## src/rtl/tv_truth_table_sweeper_if.sv

```systemverilog
// Stimulus/capture bundle between the truth-table sweeper and whoever drives it.
// The sweeper (slave) drives a/b/c into the function block and reports results.
interface tv_truth_table_sweeper_if;
  logic       start;
  logic [7:0] exp_table;
  logic       f_in;
  logic       a;
  logic       b;
  logic       c;
  logic       busy;
  logic       done;
  logic       pass;
  logic [7:0] truth_table;
  logic [3:0] mismatch_cnt;
  logic [2:0] first_fail;

  modport master (
    output start, exp_table, f_in,
    input  a, b, c, busy, done, pass, truth_table, mismatch_cnt, first_fail
  );

  modport slave (
    input  start, exp_table, f_in,
    output a, b, c, busy, done, pass, truth_table, mismatch_cnt, first_fail
  );
endinterface

```

## src/rtl/tv_truth_table_sweeper.sv

```systemverilog
// Sweeps {a,b,c} through 000..111, holds each vector SETTLE_CYCLES+1 cycles,
// captures the function output into an 8-bit table and compares it to a latched expectation.
module tv_truth_table_sweeper #(
  parameter int unsigned SETTLE_CYCLES = 2
) (
  input  logic                       clk,
  input  logic                       rst,
  tv_truth_table_sweeper_if.slave    bus
);

  typedef enum logic [1:0] {IDLE, HOLD, SAMPLE, FINISH} state_t;

  localparam logic [3:0] SETTLE_LOAD = 4'(SETTLE_CYCLES - 1);

  state_t     r_state;
  state_t     w_next;
  logic [2:0] r_idx;
  logic [3:0] r_cnt;
  logic [7:0] r_exp;
  logic [7:0] r_table;
  logic [3:0] r_mis;
  logic [2:0] r_first;
  logic       r_pass;
  logic       r_busy;
  logic       r_done;
  logic       w_miss;
  logic [3:0] w_mis_next;

  assign w_miss     = (bus.f_in != r_exp[r_idx]);
  assign w_mis_next = r_mis + {3'b000, w_miss};

  // NOTE: every variable written here gets a default first, so no latch is inferred.
  always_comb begin
    w_next = r_state;
    case (r_state)
      IDLE:    if (bus.start) w_next = HOLD;
      HOLD:    if (r_cnt == 4'd0) w_next = SAMPLE;
      SAMPLE:  w_next = (r_idx == 3'd7) ? FINISH : HOLD;
      FINISH:  w_next = IDLE;
      default: w_next = IDLE;
    endcase
  end

  // NOTE: sequential state uses non-blocking assignments so all registers update together.
  always_ff @(posedge clk) begin
    if (rst) r_state <= IDLE;
    else     r_state <= w_next;
  end

  always_ff @(posedge clk) begin
    if (rst) begin
      r_idx   <= '0;
      r_cnt   <= '0;
      r_exp   <= '0;
      r_table <= '0;
      r_mis   <= '0;
      r_first <= '0;
      r_pass  <= 1'b0;
      r_busy  <= 1'b0;
      r_done  <= 1'b0;
    end else begin
      // busy/done are decoded from the next state so they line up with the state itself
      r_busy <= (w_next != IDLE);
      r_done <= (w_next == FINISH);
      case (r_state)
        IDLE: begin
          if (bus.start) begin
            r_exp   <= bus.exp_table;
            r_idx   <= '0;
            r_table <= '0;
            r_mis   <= '0;
            r_first <= '0;
            r_pass  <= 1'b0;
            r_cnt   <= SETTLE_LOAD;
          end
        end
        HOLD: begin
          if (r_cnt != 4'd0) r_cnt <= r_cnt - 4'd1;
        end
        SAMPLE: begin
          r_table[r_idx] <= bus.f_in;
          r_mis          <= w_mis_next;
          if (w_miss && (r_mis == 4'd0)) r_first <= r_idx;
          if (r_idx == 3'd7) begin
            // verdict includes vector 7 so pass is already valid alongside done
            r_pass <= (w_mis_next == 4'd0);
          end else begin
            r_idx <= r_idx + 3'd1;
            r_cnt <= SETTLE_LOAD;
          end
        end
        FINISH: r_idx <= '0;
        default: r_idx <= '0;
      endcase
    end
  end

  assign bus.a            = r_idx[2];
  assign bus.b            = r_idx[1];
  assign bus.c            = r_idx[0];
  assign bus.busy         = r_busy;
  assign bus.done         = r_done;
  assign bus.pass         = r_pass;
  assign bus.truth_table  = r_table;
  assign bus.mismatch_cnt = r_mis;
  assign bus.first_fail   = r_first;

endmodule
```

## src/flat_wrapper.sv

```systemverilog
// flat-port wrapper written by rule: the top's interface ports become plain ports
module tv_truth_table_sweeper_flat 
#(
  parameter int unsigned SETTLE_CYCLES = 2
)
  (clk, rst, bus_start, bus_exp_table, bus_f_in, bus_a, bus_b, bus_c, bus_busy, bus_done, bus_pass, bus_truth_table, bus_mismatch_cnt, bus_first_fail);
  tv_truth_table_sweeper_if bus_i ();
  input  logic clk;
  input  logic rst;
  input wire logic [$bits(bus_i.start)-1:0] bus_start;
  input wire logic [$bits(bus_i.exp_table)-1:0] bus_exp_table;
  input wire logic [$bits(bus_i.f_in)-1:0] bus_f_in;
  output wire logic [$bits(bus_i.a)-1:0] bus_a;
  output wire logic [$bits(bus_i.b)-1:0] bus_b;
  output wire logic [$bits(bus_i.c)-1:0] bus_c;
  output wire logic [$bits(bus_i.busy)-1:0] bus_busy;
  output wire logic [$bits(bus_i.done)-1:0] bus_done;
  output wire logic [$bits(bus_i.pass)-1:0] bus_pass;
  output wire logic [$bits(bus_i.truth_table)-1:0] bus_truth_table;
  output wire logic [$bits(bus_i.mismatch_cnt)-1:0] bus_mismatch_cnt;
  output wire logic [$bits(bus_i.first_fail)-1:0] bus_first_fail;
  assign bus_i.start = bus_start;
  assign bus_i.exp_table = bus_exp_table;
  assign bus_i.f_in = bus_f_in;
  assign bus_a = bus_i.a;
  assign bus_b = bus_i.b;
  assign bus_c = bus_i.c;
  assign bus_busy = bus_i.busy;
  assign bus_done = bus_i.done;
  assign bus_pass = bus_i.pass;
  assign bus_truth_table = bus_i.truth_table;
  assign bus_mismatch_cnt = bus_i.mismatch_cnt;
  assign bus_first_fail = bus_i.first_fail;
  tv_truth_table_sweeper #(.SETTLE_CYCLES(SETTLE_CYCLES)) u_core (.clk(clk), .rst(rst), .bus(bus_i));
endmodule
```

## config.mk

```make
export PLATFORM = sky130hd
export DESIGN_NAME = tv_truth_table_sweeper_flat
export DESIGN_NICKNAME = d
export VERILOG_FILES = /design/src/rtl/tv_truth_table_sweeper_if.sv /design/src/rtl/tv_truth_table_sweeper.sv /design/src/flat_wrapper.sv
export SDC_FILE = /design/constraint.sdc
export NUM_CORES = 1
export LEC_CHECK = 0
export ABC_AREA = 1
export ABC_CLOCK_PERIOD_IN_PS = 5400
export CORE_MARGIN = 8
export CORE_UTILIZATION = 55
export DETAILED_ROUTE_END_ITERATION = 8
export PLACE_DENSITY_LB_ADDON = 0.12
export SETUP_SLACK_MARGIN = 0.4
export SLEW_MARGIN = 10
export SYNTH_ARGS = -nofsm -noshare
export SYNTH_HDL_FRONTEND = slang
export SYNTH_SLANG_ARGS = --single-unit
```

## constraint.sdc

```tcl
create_clock -name clk -period 5.4 [get_ports clk]
set_input_delay 1.08 -clock clk [delete_from_list [all_inputs] [get_ports clk]]
set_output_delay 1.08 -clock clk [all_outputs]
set_load 0.01 [all_outputs]
```

==> After elaboration in Yosys (flattened, before gate mapping) <==
Cells that the tools add are included.
{ "word_totals": {"word_cells": 68, "regBits": 35, "input_bits": 12} }
{ "op_classes": {"n_eq_ne": 11, "n_reduce_logical": 17, "muxes": 25, "n_lt_le_gt_ge": 2, "addsub": 3} }
{ "op_table": {"columns": ["op", "n"], "rows": [
  ["$mux W4", 4],
  ["$pmux W8 S2", 1],
  ["$logic_not A4 Y1", 3],
  ["$pmux W4 S3", 1],
  ["$mux W3", 3],
  ["$pmux W3 S3", 1],
  ["$reduce_and A3 Y1", 3],
  ["$bwmux W8", 1],
  ["$mux W8", 1],
  ["$pmux W2 S4", 1],
  ["$pmux W4 S2", 1],
  ["$eq A2 B2 Y1 const B", 3],
  ["$mux W2", 3],
  ["$ne A2 B1 Y1 const B", 3],
  ["$pmux W3 S2", 1],
  ["$reduce_bool A3 Y1", 2],
  ["$add A4 B1 Y4", 1],
  ["$lt A3 B4 Y1 const B", 1],
  ["$mux W1", 4],
  ["$ne A2 B2 Y1 const B", 2],
  ["$reduce_and A2 Y1", 2],
  ["$reduce_and A4 Y1", 1],
  ["$reduce_bool A2 Y1", 2],
  ["$reduce_bool A4 Y1", 1],
  ["11 further kinds", 12]
]} }

==> Longest topological paths before layout <==
Gate-level depths: netlist (run 1).
{ "depth": {"ltp_word": 7, "ltp_mapped": 16, "depth_no_buf": 15} }

==> Worst setup path before layout (run 1) <==
Ideal clock, no wire load.
{ "synth_timing": {"path_kind": "input to register", "startpoint": "in bus_f_in", "endpoint": "reg u_core.r_pass (netlist: u_core.bus.pass)", "slack_ns": 2.995, "n_path_buf": 0, "arrival_ns": 2.335, "path_stages": 10, "setup_time_ns": 0.070, "path_cell_list": "inv_1 > nand3_2 > nand2_1 > inv_1 > ha_1 > ha_1 > xor2_1 > nor4_1 > nand2_1 > a21oi_1"} }
{ "synth_between": {"elab_chain_len": 5} }
{ "synth_rtl": {"columns": ["element", "line", "source"], "rows": [
  ["start, declared", "flat_wrapper.sv:12", "input wire logic [$bits(bus_i.f_in)-1:0] bus_f_in;"],
  ["$ne A1 B1 Y1", "tv_truth_table_sweeper.sv:29", "assign w_miss = (bus.f_in != r_exp[r_idx]);"],
  ["$add A4 B1 Y4", "tv_truth_table_sweeper.sv:30", "assign w_mis_next = r_mis + {3'b000, w_miss};"],
  ["$logic_not A4 Y1", "tv_truth_table_sweeper.sv:86", "r_pass <= (w_mis_next == 4'd0);"],
  ["$mux W1", "tv_truth_table_sweeper.sv:84", "if (r_idx == 3'd7) begin"],
  ["$pmux W1 S2", "tv_truth_table_sweeper.sv:65", "case (r_state)"],
  ["end signal, assigned", "tv_truth_table_sweeper.sv:86", null],
  ["end, declared", "tv_truth_table_sweeper.sv:23", "logic r_pass;"]
]} }
No other way between the ends. The select of a mux whose other input is x is not followed.
A chain may end at the register's enable or synchronous reset.

==> Worst setup path after layout (run 1) <==
Same ends and word-level chain as after synthesis.

==> results of run 1 <==
[worst max-delay path, stage by stage]
cell and delay [ns]:
clkdlybuf4s50_1 0.48, inv_1 0.22, nand3_2 0.13, nand2_1 0.09, inv_1 0.04, ha_1 0.20
ha_1 0.19, xor2_1 0.16, nor4_1 0.31, nand2_1 0.10, a21oi_1 0.13
[layout make-up]
class | count | area, sq um
Clock buffer | 8 | 68.8
Fill cell | 263 | 917
Inverter | 29 | 111
Multi-Input combinational cell | 149 | 843
Sequential cell | 35 | 701
Tap cell | 33 | 41.3
Timing Repair Buffer | 32 | 320
[where the power goes]
part	leakage (nW)	internal [W]	switching, W	total, W
Combinational	0.547	0.000128	0.000195	0.000323
Sequential	0.287	0.000307	0.0000359	0.000343
Clock	0.0386	0.0000766	0.0000860	0.000163
[registers in the layout (all words and copies together) (netlist names)]
signal,flops
u_core.bus.busy,1
u_core.bus.done,1
u_core.bus.first_fail,3
u_core.bus.mismatch_cnt,4
u_core.bus.pass,1
u_core.bus.truth_table,8
u_core.r_cnt,4
u_core.r_exp,8
u_core.r_idx,3
u_core.r_state,2
[worst min path at each step]
| stage | from | endpoint | slack [ns] | cells past startpoint |
|---|---|---|---|---|
| 2_1_floorplan | u_core.r_exp[5] | u_core.r_exp[5] | 0.43 | 2 |
| 3_3_place_gp | u_core.r_exp[5] | u_core.r_exp[5] | 0.45 | 2 |
| 3_5_place_dp | u_core.r_exp[5] | u_core.r_exp[5] | 0.45 | 2 |
| 4_1_cts | u_core.r_exp[5] | u_core.r_exp[5] | 0.47 | 2 |
| 5_1_grt | u_core.r_exp[6] | u_core.r_exp[6] | 0.49 | 2 |
| 6_report | u_core.r_exp[5] | u_core.r_exp[5] | 0.46 | 2 |
[synth_stat cells (3+ instances only)]
| cell type | number |
|---|---|
| nand2_1 | 40 |
| dfxtp_1 | 35 |
| nor2_1 | 26 |
| inv_1 | 20 |
| a21oi_1 | 17 |
| inv_2 | 8 |
| o21ai_0 | 8 |
| nand3_1 | 6 |
| a211oi_1 | 5 |
| a22oi_1 | 5 |
| a311oi_1 | 5 |
| ha_1 | 5 |
| o21ai_1 | 5 |
| nor2_2 | 4 |
| nand2_2 | 3 |
| nor2_4 | 3 |
[routing by layer]
| layer | up-vias | global-route usage |
|---|---|---|
| met4 | 0 | 0.0476 |
| met2 | 36 | 0.256 |
| li1 | 793 | - |
| met1 | 665 | 0.189 |
| met5 | - | 0 |
| met3 | 4 | 0.0628 |
[cells by family (layout without fill, tap and decap cells)]
kind of cell | count (synthesis) | count (layout)
fa+ha+maj | 5 | 5
compound gates | 49 | 49
buf+inv | 35 | 69
xor+xnor | 2 | 2
flops | 35 | 35
simple gates | 93 | 93
[through the flow]
stage,hold WS (ns),cells,utilization,area [sq um]
floorplan,0.430,219,-,1690
global placement,0.447,278,0.672,2020
detailed placement,0.453,278,0.672,2020
CTS,0.468,286,0.695,2090
global route,0.494,286,0.695,2090
finish,0.465,286,0.695,2090
==> results.sh, run 1 <==
export IMPL_coreArea_sq_um=3000
export IMPL_drt_initial_drc_count=101
export IMPL_initial_core_util=0.564
export IMPL_grt_use_total=0.159
export IMPL_p_total_w=0.000828
export IMPL_crit_fanout=7
export IMPL_finalClockSkew_ns=0.00421
export IMPL_wirelength_um=3780
export IMPL_cts_buffers=5
export IMPL_ys_seq_area_frac=0.414
export IMPL_synth_nets=236
export IMPL_status="complete, no violations"
export IMPL_clk_pin_slew_ns=0.10
export IMPL_synth_distinct_cells=35
export IMPL_post_cts_setup_buffer_count=0
export IMPL_rows=20
export IMPL_cts_sinks=35
export IMPL_grt_pass1_wl_um=6620
export IMPL_syn_area_sq_um=1690
export IMPL_setup_worst_path_end_class="register"
export IMPL_slew_violations=0
export IMPL_grt_pass1_vias=1460
export IMPL_worst_slew_pin_slew_ns=0.599
export IMPL_final_common_cell="nand2_1"
export IMPL_hold_viol_final=0
export IMPL_antenna_left=0
export IMPL_yosys_top_cells_area="dfxtp_1, nand2_1, nor2_1"
export IMPL_wl_met1_um=1770
export IMPL_pin_count=33
export IMPL_worst_r2r_path_depth=15
export IMPL_synth_main_ff_cell="dfxtp_1"
export IMPL_synthCells=219
export IMPL_clock_path_buffers=2
export IMPL_die_w_um=71.5
export IMPL_drive_above_1_share=0.130
export IMPL_first_pass_iters=4
export IMPL_finalSetupTns_ns=0
export IMPL_period_share=0.529
export IMPL_top_layer="met4"
export IMPL_yosys_warnings=0
export IMPL_finalSetupViolCount=0
export IMPL_dp_slack_ns=2.31
export IMPL_cts_tree="done"
export IMPL_critPathRequiredTime_ns=5.67
export IMPL_place_gp_congestion=0.821
export IMPL_regToRegSetupSlack_ns=2.97
export IMPL_synthArstFlopShare=0
export IMPL_die_area_sq_um=5110
export IMPL_synthMuxAreaShare=0
export IMPL_hp_class="reg -> reg"
export IMPL_crit_start="bus_f_in"
export IMPL_cts_hold_buf=0
export IMPL_p_leak_nw=0.872
export IMPL_wire_per_inst_um=13.2
export IMPL_antenna_found_initial=0
export IMPL_area_growth_pct=23.1
export IMPL_worstPathArrival_ns=3.13
export IMPL_fin_crit_ns=2.86
export IMPL_dieHeight_um=71.5
export IMPL_clock_root_buffer="clkbuf_4"
export IMPL_rsz0062_at_grt="no"
export IMPL_clk_insertion_delay_late_ns=0.34
export IMPL_grt_max_degree=28
export IMPL_worstSetupPathType="in -> reg"
export IMPL_synth_compound_area_frac=0.177
export IMPL_io_buffers=32
export IMPL_synth_top_area_cell="dfxtp_1"
export IMPL_slew_headroom=0.599
export IMPL_syn_avg_cell_area_sq_um=7.74
export IMPL_synth_edf_count=0
export IMPL_drc=0
export IMPL_reg2reg_to="u_core.bus.pass"
export IMPL_antenna_diode_count=0
export IMPL_route_met3_wl_um=252
export IMPL_drv_cap=0
export IMPL_dpl_hpwl_um=2800
export IMPL_worstReg2RegStart="u_core.r_idx[2]"
export IMPL_final_cell_mix="nand2_1, dfxtp_1, clkdlybuf4s50_1, nor2_1, inv_1"
export IMPL_worstSetupStartpointType="input port"
export IMPL_ys_ff_latch=35
export IMPL_ctsResizeCount=0
export IMPL_ir_drop_uv=274
export IMPL_synth_top_family_by_area="simple AND/OR/NAND/NOR gates"
export IMPL_clock_fmax_ghz=0.350
export IMPL_met2_length_um=1740
export IMPL_num_vias=1498
export IMPL_synth_top_area_share=0.414
export IMPL_avgViaCountPerCell=5.24
export IMPL_synthAdderAreaFrac=0.0369
export IMPL_powerDensity_nw_per_um2=397
export IMPL_htree_num_levels=2
export IMPL_synthXorXnorAreaFrac=0.0103
export IMPL_endpoint="u_core.bus.pass"
export IMPL_synthSimpleGateAreaFrac=0.273
export IMPL_nets=269
export IMPL_grt_overflow=0
export IMPL_setup_ws_ns=2.54
Note: power is estimated with default switching activity, not from simulation.
==> run 2: changes to the inputs <==
- ABC_CLOCK_PERIOD_IN_PS: 5400 -> 2600
- CORE_UTILIZATION: 55 -> 46
- clock period: 5.4 -> 2.6 ns (I/O delays scaled with it)
==> results.sh, run 2 (synthesized netlist as in run 1, its figures left out) <==
export IMPL_worstSetupPathType="reg -> reg"
export IMPL_hp_class="reg -> reg"
export IMPL_place_gp_congestion=0.835
export IMPL_p_total_w=0.00184
export IMPL_drt_initial_drc_count=70
export IMPL_finalClockSkew_ns=0.00319
export IMPL_clk_pin_slew_ns=0.07
export IMPL_worst_r2r_path_depth=15
export IMPL_crit_fanout=6
export IMPL_antenna_left=0
export IMPL_first_pass_iters=4
export IMPL_die_area_sq_um=5880
export IMPL_finalSetupViolCount=0
export IMPL_grt_overflow=0
export IMPL_reg2reg_to="u_core.bus.pass"
export IMPL_io_buffers=32
export IMPL_die_w_um=76.7
export IMPL_wirelength_um=3950
export IMPL_fin_util=0.626
export IMPL_worstReg2RegStart="u_core.r_idx[2]"
export IMPL_rsz0062_at_grt="yes"
export IMPL_dpl_hpwl_um=2810
export IMPL_wire_per_inst_um=12.8
export IMPL_coreArea_sq_um=3610
export IMPL_worstHoldStart="u_core.r_exp[0]"
export IMPL_htree_num_levels=2
export IMPL_finalSetupTns_ns=0
export IMPL_clk_insertion_delay_late_ns=0.29
export IMPL_p_leak_nw=0.916
export IMPL_drv_cap=0
export IMPL_avgViaCountPerCell=5.02
export IMPL_worstSetupStartpointType="register"
export IMPL_drc=0
export IMPL_grt_pass1_vias=1443
export IMPL_initial_core_util=0.470
export IMPL_multi_input_area_sq_um=908
export IMPL_final_cell_mix="nand2_1, clkdlybuf4s50_1, dfxtp_1, nor2_1, inv_1"
export IMPL_hold_end="u_core.r_exp[0]"
export IMPL_clock_root_buffer="clkbuf_8"
export IMPL_ir_drop_uv=407
export IMPL_cts_buffers=5
export IMPL_grt_use_total=0.133
export IMPL_fillers=324
export IMPL_status="complete, no violations"
export IMPL_critPathRequiredTime_ns=2.82
export IMPL_rows=22
export IMPL_min_path_cells=2
export IMPL_antenna_found_initial=0
export IMPL_nets=277
export IMPL_antenna_diode_count=0
export IMPL_slew_violations=0
export IMPL_regArea_sq_um=712
export IMPL_cts_tree="done"
export IMPL_period_share=0.812
export IMPL_dieHeight_um=76.7
export IMPL_grt_pass1_wl_um=6490
export IMPL_worstPathArrival_ns=2.34
export IMPL_cts_sinks=35
export IMPL_num_vias=1550
export IMPL_slew_headroom=0.691
export IMPL_setup_worst_path_end_class="register"
export IMPL_worst_slew_pin_slew_ns=0.461
export IMPL_pin_count=33
export IMPL_grt_max_degree=28
export IMPL_fin_crit_ns=2.11
export IMPL_clock_path_buffers=2
export IMPL_drive_above_1_share=0.199
export IMPL_hold_viol_final=0
export IMPL_area_growth_pct=33.2
export IMPL_regToRegSetupSlack_ns=0.49
export IMPL_final_common_cell="nand2_1"
export IMPL_powerDensity_nw_per_um2=814
export IMPL_clock_fmax_ghz=0.474
-- run 2: cell types whose count changed in the layout (fill, tap and decap cells not counted), sizes merged --
cell,before,now
buf,0,8
clkbuf,8,7
clkinv,0,1
-- run 2: stage by stage --
step / worst slack, ns / hold slack, ns / area, sq um / instances
final: 0.488 / 0.454 / 2260 / 309
after global routing: 0.340 / 0.491 / 2260 / 309
after CTS: 0.418 / 0.458 / 2150 / 304
after detailed placement: 0.180 / 0.449 / 2060 / 296
after global placement: 0.239 / 0.448 / 2060 / 296
after floorplan: 0.517 / 0.430 / 1690 / 219
-- run 2: worst max-delay path, stage by stage, from the launching register on --
cell	delay [ns]
dfxtp_4	0.41
inv_4	0.06
nor2_4	0.11
nand2_1	0.06
nor2_2	0.11
nor2_2	0.05
nand2_1	0.07
nand2_2	0.08
nand2_2	0.08
inv_2	0.04
ha_4	0.16
ha_4	0.16
xor2_2	0.15
nor4_2	0.28
nand2_1	0.10
a21oi_2	0.13
-- run 2: power breakdown --
group          switching, W  leakage [nW]  internal, W
sequential        0.0000834         0.289     0.000645
clock              0.000191        0.0422     0.000188
combinational      0.000417         0.585     0.000312
total              0.000691         0.916      0.00114
-- run 2: final cells by class --
type,count,share of cell area
multi-input combinational,149,0.403
sequential,35,0.316
timing repair buffer,40,0.169
inverter,29,0.0505
clock buffer,7,0.0338
tap,48,0.0266
clock inverter,1,0.00222
-- run 2: worst max path at each step --
stage                     depth (start not counted)         endpoint            start  slack [ns]
after floorplan                                  15  u_core.bus.pass  u_core.r_idx[2]        0.52
after global routing                             15  u_core.bus.pass  u_core.r_idx[2]        0.34
after global placement                           11  u_core.bus.pass         bus_f_in        0.24
after CTS                                        15  u_core.bus.pass  u_core.r_idx[2]        0.42
final                                            15  u_core.bus.pass  u_core.r_idx[2]        0.49
after detailed placement                         11  u_core.bus.pass         bus_f_in        0.18
-- run 2: timing repair --
action                                  4_1_cts  5_1_grt
setup buffers                                 0        5
endpoints found under the setup margin        1        1
hold buffers                                  0        0
pin swaps                                     0       10
gates resized for setup                       5       16
-- run 2: metal layers --
layer,up-vias,part of all wire,GRT usage
met3,4,0.066,0.0606
met1,702,0.46,0.156
met4,0,0.013,0.0423
met5,-,0,0
met2,38,0.46,0.209
li1,806,-,-
==> run 3: changes to the inputs <==
- ABC_CLOCK_PERIOD_IN_PS: 2600 -> 2190
- CORE_UTILIZATION: 46 -> 51
- clock period: 2.6 -> 2.19 ns (I/O delays scaled with it)
==> results.sh, run 3 (synthesized netlist as in run 1, its figures left out) <==
export IMPL_status="complete, no violations"
export IMPL_area_growth_pct=36.9
export IMPL_avgViaCountPerCell=4.99
export IMPL_clock_fmax_ghz=0.488
export IMPL_wirelength_um=3870
export IMPL_final_cell_area_sq_um=2320
export IMPL_powerDensity_nw_per_um2=970
export IMPL_hold_viol_final=0
export IMPL_coreArea_sq_um=3260
export IMPL_finalClockSkew_ns=0.00521
export IMPL_p_leak_nw=0.970
export IMPL_worst_slew_pin_slew_ns=0.435
export IMPL_rows=21
export IMPL_swShare=0.367
export IMPL_hold_end="u_core.r_exp[6]"
export IMPL_htree_num_levels=2
export IMPL_internal_power_w=0.00142
export IMPL_dpl_hpwl_um=2770
export IMPL_p_total_w=0.00225
export IMPL_die_w_um=73.6
export IMPL_hp_class="reg -> reg"
export IMPL_nets=282
export IMPL_worstHoldStart="u_core.r_exp[6]"
export IMPL_drt_initial_drc_count=74
export IMPL_slew_violations=0
export IMPL_cts_sinks=35
export IMPL_slew_headroom=0.709
export IMPL_clk_pin_slew_ns=0.11
export IMPL_combPwrFrac=0.404
export IMPL_worstReg2RegStart="u_core.r_idx[2]"
export IMPL_grt_pass1_wl_um=6470
export IMPL_die_area_sq_um=5420
export IMPL_place_gp_congestion=0.794
export IMPL_initial_core_util=0.520
export IMPL_regToRegSetupSlack_ns=0.14
export IMPL_power_sequential_fraction=0.381
export IMPL_p_sw_w=0.000826
export IMPL_dieHeight_um=73.6
export IMPL_clk_insertion_delay_late_ns=0.33
export IMPL_worst_r2r_path_depth=14
export IMPL_drc=0
export IMPL_grt_max_degree=28
export IMPL_cts_hold_buf=0
export IMPL_power_frac_clock=0.215
export IMPL_worstPathArrival_ns=2.32
export IMPL_worstSetupStartpointType="register"
export IMPL_antenna_diode_count=0
export IMPL_critPathRequiredTime_ns=2.46
export IMPL_rsz0062_at_grt="yes"
export IMPL_worstSetupPathType="reg -> reg"
export IMPL_pin_count=33
export IMPL_drv_cap=0
export IMPL_wire_per_inst_um=12.4
export IMPL_finalSetupViolCount=0
export IMPL_clock_root_buffer="clkbuf_4"
export IMPL_path_cells="nor2_4, nand2_1, nand2_1, nor2_2, nand2_1, nand2_2, nand2_2, inv_2, ha_4, ha_4, xor2_2, nor4_2, nand2_1, a21oi_1"
export IMPL_grt_use_total=0.153
export IMPL_final_cell_mix="nand2_1, clkdlybuf4s50_1, dfxtp_1, nor2_1, inv_1"
export IMPL_cpMostUsedCell="nand2_1"
export IMPL_antenna_found_initial=0
export IMPL_clock_path_buffers=2
export IMPL_ir_drop_uv=641
export IMPL_final_common_cell="nand2_1"
export IMPL_antenna_left=0
export IMPL_first_pass_iters=4
export IMPL_io_buffers=32
export IMPL_drive_above_1_share=0.244
export IMPL_min_path_cells=2
export IMPL_dpl_instance_area_sq_um=2110
export IMPL_setup_worst_path_end_class="register"
export IMPL_grt_overflow=0
export IMPL_period_share=0.936
export IMPL_cp_slowest_cell="dfxtp_4"
export IMPL_fin_crit_ns=2.05
export IMPL_crit_fanout=6
export IMPL_reg2reg_to="u_core.bus.pass"
export IMPL_max_stage_delay_ns=0.39
export IMPL_num_vias=1556
export IMPL_finalSetupTns_ns=0
export IMPL_grt_pass1_vias=1465
export IMPL_cts_tree="done"
export IMPL_cts_buffers=5
==> run 3: power groups by stage <==
stage / clock network, W / registers (W) / logic [W]
2_1_floorplan: 0 / 0.000866 / 0.000587
5_1_grt: 0.000524 / 0.000879 / 0.00101
4_1_cts: 0.000501 / 0.000857 / 0.000905
3_3_place_gp: 0 / 0.000868 / 0.000820
6_report: 0.000484 / 0.000857 / 0.000909
3_5_place_dp: 0 / 0.000867 / 0.000829
==> run 3: layer usage <==
metal,up-vias,track usage,share of wire
met5,-,0,0
met2,37,0.254,0.48
met3,8,0.0491,0.060
met1,689,0.170,0.44
li1,822,-,-
met4,0,0.0754,0.017
==> run 3: worst max-delay path, delay by kind of cell (launching register included) <==
family,cells,cell delay (ns)
xor+xnor,1,0.15
simple gates,9,0.97
fa+ha+maj,2,0.31
compound gates,1,0.13
flops,1,0.39
buf+inv,1,0.04
==> run 3: cell type report <==
cell class              count  area, sq um
flip-flops and latches     35          721
well taps                  46         57.6
clock inverters             2         35.0
clock buffers               6         51.3
multi-input cells         149          917
repair buffers             45          424
inverters                  29          114
fillers                   288          938
==> run 3: what timing repair did <==
action | 4_1_cts | 5_1_grt
pin swaps | 9 | 7
endpoints found under the setup margin | 7 | 10
buffers inserted | 5 | 0
endpoints found under the hold margin | 0 | 0
gates resized for setup | 17 | 6
==> run 3: how the worst max path moves through the flow <==
stage	end	start	cells after the start
4_1_cts	u_core.bus.pass	u_core.r_idx[2]	15
3_3_place_gp	u_core.bus.pass	bus_f_in	11
2_1_floorplan	u_core.bus.pass	u_core.r_idx[0]	15
5_1_grt	u_core.bus.pass	u_core.r_idx[2]	15
6_report	u_core.bus.pass	u_core.r_idx[2]	14
3_5_place_dp	u_core.bus.pass	bus_f_in	11
==> run 3: through the flow <==
stage	hold WS [ns]	utilization	cells	worst slack (ns)
after floorplan	0.430	-	219	0.253
after global placement	0.446	0.648	299	-0.0345
after detailed placement	0.448	0.648	299	-0.0941
after CTS	0.462	0.707	312	0.169
after global routing	0.490	0.712	312	0.0196
final	0.463	0.712	312	0.141
